==> src/rtl/seg_scan_driver.sv <==
// Time-multiplexed N-digit 7-segment driver: shadow/active glyph registers with
// frame-synchronous transfer, per-digit dp/blank/blink and anode dead time.
module seg_scan_driver #(
    parameter int NUM_DIGITS       = 6,
    parameter int REFRESH_DIV      = 50000,
    parameter int DEAD_CYCLES      = 16,
    parameter int BLINK_DIV        = 64,
    parameter bit ANODE_ACTIVE_LOW = 1'b1
) (
    input  logic                            clk,
    input  logic                            rst,
    input  logic                            enable,
    input  logic                            load,
    input  logic [5*NUM_DIGITS-1:0]         codes_in,
    input  logic [NUM_DIGITS-1:0]           dp_in,
    input  logic [NUM_DIGITS-1:0]           blank_in,
    input  logic [NUM_DIGITS-1:0]           blink_in,
    output logic [7:0]                      seg_out,
    output logic [NUM_DIGITS-1:0]           anode_out,
    output logic [$clog2(NUM_DIGITS)-1:0]   digit_idx,
    output logic                            frame_tick
);

    localparam int IW = $clog2(NUM_DIGITS);
    localparam int CW = (REFRESH_DIV > 1) ? $clog2(REFRESH_DIV) : 1;
    localparam int BW = (BLINK_DIV > 1) ? $clog2(BLINK_DIV) : 1;

    localparam logic [CW-1:0]         LP_CNT_LAST   = CW'(REFRESH_DIV - 1);
    localparam logic [CW-1:0]         LP_DEAD       = CW'(DEAD_CYCLES);
    localparam logic [IW-1:0]         LP_IDX_LAST   = IW'(NUM_DIGITS - 1);
    localparam logic [BW-1:0]         LP_BLINK_LAST = BW'(BLINK_DIV - 1);
    localparam logic [NUM_DIGITS-1:0] LP_ANODE_OFF  = {NUM_DIGITS{ANODE_ACTIVE_LOW}};

    function automatic logic [7:0] f_glyph(input logic [4:0] code);
        logic [7:0] g;
        case (code)
            5'd0:    g = 8'hC0;
            5'd1:    g = 8'hF9;
            5'd2:    g = 8'hA4;
            5'd3:    g = 8'hB0;
            5'd4:    g = 8'h99;
            5'd5:    g = 8'h92;
            5'd6:    g = 8'h82;
            5'd7:    g = 8'hF8;
            5'd8:    g = 8'h80;
            5'd9:    g = 8'h90;
            5'd10:   g = 8'h88;
            5'd11:   g = 8'h83;
            5'd12:   g = 8'hC6;
            5'd13:   g = 8'hA1;
            5'd14:   g = 8'h86;
            5'd15:   g = 8'h8E;
            5'd16:   g = 8'hAF;
            5'd17:   g = 8'hA1;
            5'd18:   g = 8'h87;
            default: g = 8'hFF;
        endcase
        return g;
    endfunction

    logic [CW-1:0]           r_cnt;
    logic [IW-1:0]           r_idx;
    logic [BW-1:0]           r_blink_cnt;
    logic                    r_blink_phase;
    logic                    r_pending;
    logic [5*NUM_DIGITS-1:0] r_sh_codes;
    logic [NUM_DIGITS-1:0]   r_sh_dp;
    logic [NUM_DIGITS-1:0]   r_sh_blank;
    logic [NUM_DIGITS-1:0]   r_sh_blink;
    logic [5*NUM_DIGITS-1:0] r_act_codes;
    logic [NUM_DIGITS-1:0]   r_act_dp;
    logic [NUM_DIGITS-1:0]   r_act_blank;
    logic [NUM_DIGITS-1:0]   r_act_blink;
    logic [7:0]              r_seg;
    logic [NUM_DIGITS-1:0]   r_anode;
    logic                    r_frame_tick;

    logic                    w_slot_end;
    logic                    w_frame_end;
    logic [NUM_DIGITS-1:0]   w_anode_on;
    logic [7:0]              w_glyph [2**IW];

    assign w_slot_end  = enable && (r_cnt == LP_CNT_LAST);
    assign w_frame_end = w_slot_end && (r_idx == LP_IDX_LAST);
    assign w_anode_on  = NUM_DIGITS'(1) << r_idx;

    // Scan position: prescaler within a slot, digit index across slots.
    always_ff @(posedge clk) begin
        if (rst) begin
            r_cnt <= '0;
            r_idx <= '0;
        end else if (w_slot_end) begin
            r_cnt <= '0;
            r_idx <= (r_idx == LP_IDX_LAST) ? '0 : r_idx + 1'b1;
        end else if (enable) begin
            r_cnt <= r_cnt + 1'b1;
        end
    end

    // A load on the boundary cycle refills the shadow but the active set
    // still takes the pre-load shadow; the new data waits one more frame.
    always_ff @(posedge clk) begin
        if (rst) begin
            r_pending   <= 1'b0;
            r_sh_codes  <= {NUM_DIGITS{5'd31}};
            r_sh_dp     <= '0;
            r_sh_blank  <= '0;
            r_sh_blink  <= '0;
            r_act_codes <= {NUM_DIGITS{5'd31}};
            r_act_dp    <= '0;
            r_act_blank <= '0;
            r_act_blink <= '0;
        end else begin
            if (w_frame_end && r_pending) begin
                r_act_codes <= r_sh_codes;
                r_act_dp    <= r_sh_dp;
                r_act_blank <= r_sh_blank;
                r_act_blink <= r_sh_blink;
            end
            if (load) begin
                r_sh_codes <= codes_in;
                r_sh_dp    <= dp_in;
                r_sh_blank <= blank_in;
                r_sh_blink <= blink_in;
                r_pending  <= 1'b1;
            end else if (w_frame_end) begin
                r_pending  <= 1'b0;
            end
        end
    end

    always_ff @(posedge clk) begin
        if (rst) begin
            r_blink_cnt   <= '0;
            r_blink_phase <= 1'b1;
        end else if (w_frame_end) begin
            if (r_blink_cnt == LP_BLINK_LAST) begin
                r_blink_cnt   <= '0;
                r_blink_phase <= ~r_blink_phase;
            end else begin
                r_blink_cnt   <= r_blink_cnt + 1'b1;
            end
        end
    end

    // Per-digit visible pattern; unused table slots (non power-of-two counts) stay dark.
    always_comb begin
        for (int i = 0; i < 2**IW; i++) begin
            w_glyph[i] = 8'hFF;
        end
        for (int i = 0; i < NUM_DIGITS; i++) begin
            if (!(r_act_blank[i] || (r_act_blink[i] && !r_blink_phase))) begin
                w_glyph[i] = f_glyph(r_act_codes[5*i +: 5]);
                if (r_act_dp[i]) begin
                    w_glyph[i][7] = 1'b0;
                end
            end
        end
    end

    always_ff @(posedge clk) begin
        if (rst) begin
            r_seg        <= 8'hFF;
            r_anode      <= LP_ANODE_OFF;
            r_frame_tick <= 1'b0;
        end else begin
            r_frame_tick <= w_frame_end;
            if (enable && (r_cnt >= LP_DEAD)) begin
                r_seg   <= w_glyph[r_idx];
                r_anode <= LP_ANODE_OFF ^ w_anode_on;
            end else begin
                r_seg   <= 8'hFF;
                r_anode <= LP_ANODE_OFF;
            end
        end
    end

    assign seg_out    = r_seg;
    assign anode_out  = r_anode;
    assign digit_idx  = r_idx;
    assign frame_tick = r_frame_tick;

endmodule

==> config.mk <==
export PLATFORM = sky130hd
export DESIGN_NAME = seg_scan_driver
export DESIGN_NICKNAME = d
export VERILOG_FILES = /design/src/rtl/seg_scan_driver.sv
export SDC_FILE = /design/constraint.sdc
export NUM_CORES = 1
export LEC_CHECK = 0
export CORE_ASPECT_RATIO = 0.75
export CORE_MARGIN = 5
export CORE_UTILIZATION = 52
export CTS_BUF_LIST = sky130_fd_sc_hd__clkbuf_4 sky130_fd_sc_hd__clkbuf_8
export CTS_CLUSTER_DIAMETER = 40
export DETAILED_ROUTE_END_ITERATION = 10
export PLACE_DENSITY = 0.72
export SYNTH_ARGS = -nofsm -noshare
export SYNTH_HDL_FRONTEND = slang
export SYNTH_SLANG_ARGS = --single-unit
==> constraint.sdc <==
create_clock -name clk -period 5.3 [get_ports clk]
set_input_delay 1.06 -clock clk [delete_from_list [all_inputs] [get_ports clk]]
set_output_delay 1.06 -clock clk [all_outputs]
set_load 0.01 [all_outputs]
* Word level (Yosys, flattened, before mapping)
Memories as Yosys holds them, arrays and structs flattened. A register that Yosys moved wholly into a read port is not among the register bits.
Cells that the tools add are included.
W data, S select, Z words.
** Storage, ports and cells
- Bits in read-only memories :: 1344
- Register bits after elaboration :: 138
- Input port bits :: 52
- Memories :: 6
- Word-level logic and storage cells :: 87
** Cells by class
- Add/sub/neg operators :: 3
- Order comparisons :: 2
- Equal/unequal tests :: 3
- Shift operators :: 1
- Bitwise logic cells :: 4
- Muxes and demuxes :: 31
- Reduce and logical (&&, ||, !) cells :: 21
** Memory list
- (name not given) :: words 32, width 7, rd ports 1, clocked after memory_dff 1, write ports 0, RTL line 36 : case (code)
- (name not given) :: words 32, width 7, rd ports 1, clocked after memory_dff 1, write ports 0, RTL line 36
- (name not given) :: words 32, width 7, rd ports 1, clocked after memory_dff 1, write ports 0, RTL line 36
- (name not given) :: words 32, width 7, rd ports 1, clocked after memory_dff 1, write ports 0, RTL line 36
- (name not given) :: words 32, width 7, rd ports 1, clocked after memory_dff 1, write ports 0, RTL line 36
- (name not given) :: words 32, width 7, rd ports 1, clocked after memory_dff 1, write ports 0, RTL line 36
** Operator list (count)
- $mux W8 :: 8
- $mux W5 :: 12
- $bmux W8 S3 :: 1
- $add A16 B1 Y16 const B :: 1
- $eq A16 B16 Y1 const B :: 1
- $ge A16 B5 Y1 const B :: 1
- $logic_and A1 B1 Y1 :: 10
- $mux W1 :: 8
- $add A6 B1 Y6 const B :: 1
- $eq A6 B6 Y1 const B :: 1
- $logic_or A1 B1 Y1 :: 6
- $mux W6 :: 1
- $not A6 Y6 :: 1
- $shl A1 B3 Y6 const A :: 1
- $ge A4 B4 Y1 const B :: 1
- $not A3 Y4 :: 1
- $reduce_or A2 Y1 :: 2
- $add A3 B1 Y3 const B :: 1
- $eq A3 B3 Y1 const B :: 1
- $mux W3 :: 1
- $not A1 Y1 :: 2
- $reduce_and A2 Y1 :: 1
- $reduce_bool A2 Y1 :: 1
- $logic_not A1 Y1 :: 1

* Logic depth before layout (Yosys ltp)
- Depth after elaboration :: 7
- Mapped depth :: 14

* Worst setup path after synthesis
No wires, ideal clock.
- Path kind :: input-to-reg
- From :: input port enable
- To :: register with a tool-made name
- Setup time :: 0.124 ns
- Buffers on the path :: 1
- Path slack :: 1.564 ns
- Cell stages on the path :: 11
- Arrival time :: 3.612 ns
- Cell sequence :: buf_2 -> nand4_4 -> or3_1 -> nor3_4 -> nor2b_1 -> a211oi_1 -> inv_1 -> ha_1 -> mux2_4 -> a221oi_2 -> a31oi_1
** RTL lines
- start: declaration :: RTL line 12 : input logic enable,

==> results.json <==
{
  "status": "finished, final reports clean",
  "antenna-diode-count": 0,
  "syn-num-nets": 1125,
  "max_freq_mhz": 245,
  "ys_types": 68,
  "yosys_warnings": 0,
  "hold_path.class": "reg -> reg",
  "worstReg2RegStart": "digit_idx[0]",
  "netlist_area_sq_um": 9030,
  "nNetsFinal": 1167,
  "r2r_cells": 10,
  "worstSetupStartpointType": "primary input",
  "syn_inst": 1033,
  "timing.final.crit_share_pct": 77.1,
  "cp_num_buf_inv": 2,
  "worst-path-max-fanout": 6,
  "worst_slack_ns": 1.22,
  "required_ns": 5.65,
  "cts_max_level": 4,
  "num_vias": 7584,
  "critPathTopFamily": "compound AO/OA/AOI/OAI gates",
  "grt_pass1_vias": 7121,
  "yosys.area_share.simple_pct": 17.3,
  "final_util_pct": 60.6,
  "async_flop_share_pct": 0,
  "start_util_pct": 53.3,
  "gp_congestion": 0.965,
  "root_buffer": "clkbuf_8",
  "rsz0062_at_grt": "false",
  "cts_setup_buffers": 0,
  "timing.final.max_slew_violations": 0,
  "critPathMaxStageDelay_ns": 0.64,
  "seqPwrFrac_pct": 54.9,
  "cts_buffers": 17,
  "grt_overflow_total": 0,
  "internal_power_mw": 1.96,
  "fp.dieArea_sq_um": 20100,
  "comb_power_share_pct": 4.9,
  "crit_chain": "clkdlybuf4s50_1 -> nand4_4 -> or3_1 -> nor3_4 -> nor2b_1 -> a211oi_1 -> inv_1 -> ha_1 -> mux2_4 -> a221oi_2 -> a31oi_1",
  "cp.arrival_ns": 4.43,
  "synth_top_area_share_pct": 39.9,
  "fp-row-count": 41,
  "drive_above_1_share_pct": 9.38,
  "clock_latency_ns": 0.46,
  "synth.area.top_cells": "dfxtp_1 (40%), ha_1 (5.5%), nand2_1 (4.6%)",
  "switching_share_pct": 23.3,
  "cp-end-kind": "register",
  "core_sq_um": 16900,
  "finalCriticalPeriod_ns": 4.08,
  "synth_top_family_by_area": "compound AO/OA/AOI/OAI gates",
  "setup_violations": 0,
  "yosysSeqAreaShare_pct": 39.9,
  "via_per_inst": 5.82,
  "yosys.area_share.xor_xnor_pct": 3.59,
  "dpl.hpwl_um": 16100,
  "grt_max_degree": 78,
  "synth_edf_count": 0,
  "antenna_found_initial": 0,
  "drc": 0,
  "cts_tree": "built",
  "drtIter0Drc": 830,
  "maxSlewHeadroom_pct": 25.9,
  "crit_type": "in -> reg",
  "synthMuxAreaShare_pct": 4.32,
  "die_x_um": 162,
  "areaGrowthSynthToFinish_pct": 13.5,
  "grtUsageTotal_pct": 22.9,
  "cts.path.max_buffers": 2,
  "syn_avg_cell_area_sq_um": 8.74,
  "synth_compound_area_share_pct": 23.4,
  "ys_seq_elements": 180,
  "worst_slew_pin_slew_ns": 1.10,
  "startpoint": "enable",
  "ir_drop_uv": 176,
  "critical_path_cell_count": 11,
  "cts_resized": 0,
  "synth_fa_ha_area_share_pct": 5.54,
  "die_y_um": 124,
  "power.switching_uw": 596,
  "clock_sinks": 180,
  "critPathSlowestCell": "clkdlybuf4s50_1",
  "hold_violations": 0,
  "grt_pass1_wl_um": 36800,
  "clock_skew_ns": 0.0143,
  "maxCapViolations": 0,
  "synth_top_cell_by_area": "dfxtp_1",
  "ant_nets": 0,
  "wl_per_cell_um": 17.3,
  "ys.flop_type": "dfxtp_1",
  "p_per_area_nw_per_um2": 250,
  "io_buffers": 69,
  "dp_slack_ns": 0.805,
  "path_clk_slew_ns": 0.09,
  "io_pins": 70,
  "leakage_nw": 3.85,
  "clockPowerShare_pct": 40.2,
  "setup_tns_ns": 0,
  "firstDrtPassIters": 5,
  "worst_hold_slack_ns": 0.460,
  "ctsHoldBuffers": 0,
  "wirelength_um": 22500,
  "ff2ff_setup_slack_ns": 1.30
}
[synthesized netlist by cell type (all sizes together) (5+ instances only)]
master  number
xnor2       17
a21oi       79
nand3b      13
nand4        7
ha          40
nand2      112
nor2        82
o211ai       6
o22ai       20
nor3        24
a211o       35
a221oi       5
a21boi       7
clkbuf      27
dfxtp      180
o21ai       47
xor2        20
or3          8
mux2i       30
inv         65
nor2b       30
a211oi      28
a22oi        5
buf         34
mux2         7
nor4         8
o221ai      14
a31oi        9
o31ai        5
nand3       24
a21o         8
[worst min-delay path: stages, from the launching register on]
cell     delay, ns
dfxtp_1       0.32
nand2_1       0.05
a21oi_1       0.05
[cell families after synthesis]
group                      count (synthesis)
and+or+nand+nor                          323
AOI/OAI and AO/OA                        290
DFF                                      180
buffers and inverters                    126
adders and majority gates                 40
xor gates and xnor gates                  37
muxes                                     37
[worst min-delay path by stage]
stage / end / slack (ns) / cells past startpoint / from
floorplan: r_act_blank[0] / 0.43 / 2 / r_act_blank[0]
global placement: r_act_dp[0] / 0.44 / 2 / r_act_dp[0]
detailed placement: r_act_blink[0] / 0.45 / 2 / r_sh_blink[0]
CTS: r_act_blink[2] / 0.46 / 2 / r_act_blink[2]
global route: r_act_blink[2] / 0.48 / 2 / r_act_blink[2]
finish: r_act_blink[4] / 0.46 / 2 / r_sh_blink[4]
[metrics by stage]
stage / instance area (sq um) / power [mW] / cells
finish: 10300 / 2.56 / 1303
global route: 10300 / 2.66 / 1303
CTS: 10300 / 2.58 / 1303
detailed placement: 9820 / 1.56 / 1271
global placement: 9820 / 1.56 / 1271
floorplan: 9030 / 1.50 / 1033
[cell type report]
| class | instances | area (sq um) |
|---|---|---|
| clock buffers | 17 | 234 |
| clock inverters | 15 | 200 |
| fillers | 1494 | 6670 |
| inverters | 65 | 244 |
| multi-input cells | 727 | 4900 |
| flip-flops and latches | 180 | 3600 |
| well taps | 215 | 269 |
| repair buffers | 84 | 808 |
[cell usage in the layout (no fill, tap or decap), types with 12 or more instances in the layout]
cell type        instances
a21oi_1                 75
xnor2_1                 17
nor2b_1                 30
ha_1                    40
buf_4                   15
a211oi_1                12
nor2_1                  82
inv_1                   52
a211o_1                 35
clkbuf_8                17
xor2_1                  20
inv_2                   13
o22ai_1                 20
nand3b_1                13
mux2i_1                 30
nand3_1                 24
o21ai_0                 39
o221ai_1                14
dfxtp_1                180
clkdlybuf4s50_1         67
nand2_1                111
nor3_1                  23
[per-layer routing]
layer	track usage, %	wire length (um)
met1	34.1	11100
met2	33.3	9360
met3	5.39	1720
met5	0	0
met4	5.71	327
[power by group through the flow]
| stage | clock network, mW | registers, mW | logic (mW) |
|---|---|---|---|
| 2_1_floorplan | 0 | 1.43 | 0.0769 |
| 3_3_place_gp | 0 | 1.44 | 0.125 |
| 3_5_place_dp | 0 | 1.44 | 0.126 |
| 4_1_cts | 1.05 | 1.41 | 0.127 |
| 5_1_grt | 1.11 | 1.41 | 0.138 |
| 6_report | 1.03 | 1.41 | 0.125 |
No activity file was read; power rests on OpenSTA's default activity.
==> RTL edit (same settings) <==
Set the parameter `ANODE_ACTIVE_LOW` to 1'b0 (it was 1'b1).
--- a/src/rtl/seg_scan_driver.sv
+++ b/src/rtl/seg_scan_driver.sv
@@ -5,7 +5,7 @@
     parameter int REFRESH_DIV      = 50000,
     parameter int DEAD_CYCLES      = 16,
     parameter int BLINK_DIV        = 64,
-    parameter bit ANODE_ACTIVE_LOW = 1'b1
+    parameter bit ANODE_ACTIVE_LOW = 1'b0
 ) (
     input  logic                            clk,
     input  logic                            rst,
Function: changed (Yosys sat finds a counterexample within 4 cycles, from zero or initial values and one cycle with rst high).
==> RTL edit against the original RTL <==
- power down 4.9%
- design area down 2.1%
- count of clock-buffer cells in the layout rose by 1
- setup slack got worse by 0.044 ns
- routed wire length up 1.2%
- sequential share of layout area is 0.77 points higher
- non-clock buffer count did not move
- synthesized area shrank 2.1%
- combinational power decreased by 3%
- hold slack worse by 0.0047 ns
- sequential cell count unchanged
- critical path depth shrank 1
- largest cell class unchanged
==> RTL edit: results (changes against the original RTL) <==
- Status: complete, no violations
- Critical path arrival: 4.49 ns (+0.06 ns)
- DR vias/cell: 5.837 (+0.28%)
- Distinct cell type count of the synthesized netlist: 67 (-1.5%)
- Syn nets: 1116 (-0.80%)
- Async SR Flop Fraction: 0 (unchanged)
- Final Skew: 0.01539 ns (+0.001104 ns)
- Hold Crit Start: r_act_dp[0]$_SDFFE_PP0N_
- Vias in the first global route: 6768 (-5.0%)
- DRT iter0 DRCs: 739 (-11%)
- CP max-delay cell: a211oi_1
- Crit start category: input pin
- Reg2Reg Setup Slack: 1.78 ns (+0.48 ns)
- Layout Nets: 1160 (-0.60%)
- Final HPWL DP: 16190 µm (+0.36%)
- Crit path from: enable
- Final WS setup: 1.171 ns (-0.04380 ns)
- Post-Place Worst Slack: 0.7471 ns (-0.05756 ns)
- Seq pwr share: 0.576 (+0.027)
- # port buffers: 69 (unchanged)
- Clk pwr share: 0.374 (-0.028)
- Largest net degree at the start of global routing: 56 (-28%)
- Setup CP Type: in -> reg
- Worst flop-to-flop path startpoint: r_cnt[0]$_SDFFE_PP0P_
- Initial antenna violation count: 0 (unchanged)
- CTS H-tree lvls: 4 (unchanged)
- Switch share: 0.2624 (+0.02970)
- Pre-antenna DRT Iters: 5 (unchanged)
- Worst-skew pair later-pin latency: 0.48 ns (+0.02 ns)
- GRT Overall Usage: 0.2313 (+0.002697)
- Reg2reg path depth: 10 (unchanged)
- Synth area leaders: dfxtp_1 (41%), mux2i_1 (5.8%), nand2_1 (5.6%), ha_1 (5.5%), a21oi_1 (3.1%)
- Reg clk slew, reported paths: 0.10 ns
- Crit path max-delay family: compound AO/OA/AOI/OAI gates
- GP Congestion: 0.9362 (-3.0%)
- Most common library cells after synthesis: dfxtp_1 (180), nand2_1 (132), nor2_1 (70)
- Placement Cell Area: 0.009649 mm² (-1.7%)
- Seq/Total Area, Yosys: 0.4076 (+0.008583)
- Clk buf depth: 2 (unchanged)
- Root buf cell: clkbuf_8
- DR WL/cell: 17.55 µm (+1.7%)
- Fillers: 1521 (+1.8%)
- Slew @ Worst Pin: 1.128 ns (+0.02317 ns)
- Diode count: 0 (unchanged)
- Crit-path max cell delay: 0.78 ns (+0.14 ns)
- First-pass GRT wire length: 36810 µm (about the same)
- Pleak: 3.798 nW (-1.2%)
- Maximum VDD drop: 0.1594 mV (-9.3%)
- Layout cells sized above 1: 0.07394 (-0.01981)
- CP Max Fanout: 9 (+3)
- Hold EP: r_act_dp[0]$_SDFFE_PP0N_
[RTL edit: logic make-up after synthesis]
| kind of cell | synth area share |
|---|---|
| AOI/OAI and AO/OA | 0.1847 |
| xor gates and xnor gates | 0.04161 |
| adders and majority gates | 0.05519 |
| buffers and inverters | 0.05109 |
| DFF | 0.4076 |
| muxes | 0.06029 |
| and+or+nand+nor | 0.1995 |
[RTL edit: area by class of cell]
cell class                 instances  area [µm²]  area share
clock buffer                      18       241.5     0.02406
clock inverter                    14       145.1     0.01446
inverter                          52       197.7     0.01970
multi-input combinational        734        4786      0.4769
sequential                       180        3603      0.3591
tap                              215       269.0     0.02680
timing repair buffer              84       793.3     0.07904
[RTL edit: stage by stage]
| stage | util | instances | power [mW] | hold WS (ns) |
|---|---|---|---|---|
| 2_1_floorplan | - | 1025 | 1.492 | 0.4318 |
| 3_3_place_gp | 0.5752 | 1265 | 1.552 | 0.4401 |
| 3_5_place_dp | 0.5752 | 1265 | 1.554 | 0.4457 |
| 4_1_cts | 0.5983 | 1297 | 2.454 | 0.4594 |
| 5_1_grt | 0.5983 | 1297 | 2.526 | 0.4725 |
| 6_report | 0.5983 | 1297 | 2.434 | 0.4551 |
[RTL edit: worst reg2reg max path, stage by stage (launching register included)]
cell      delay (ns)
dfxtp_1         0.41
ha_1            0.19
and4_1          0.41
and3_1          0.46
a21boi_0        0.15
a211oi_1        0.78
inv_1           0.20
ha_1            0.32
mux2_2          0.28
a21oi_1         0.14
a31oi_1         0.05
[RTL edit: metal layers]
metal  GRT usage  wire [µm]  vias up
met3     0.04199       1629       20
met5           0          0        -
li1            -          -     3744
met1      0.3571      11570     3543
met4     0.06341        260        0
met2      0.3293       9308      263
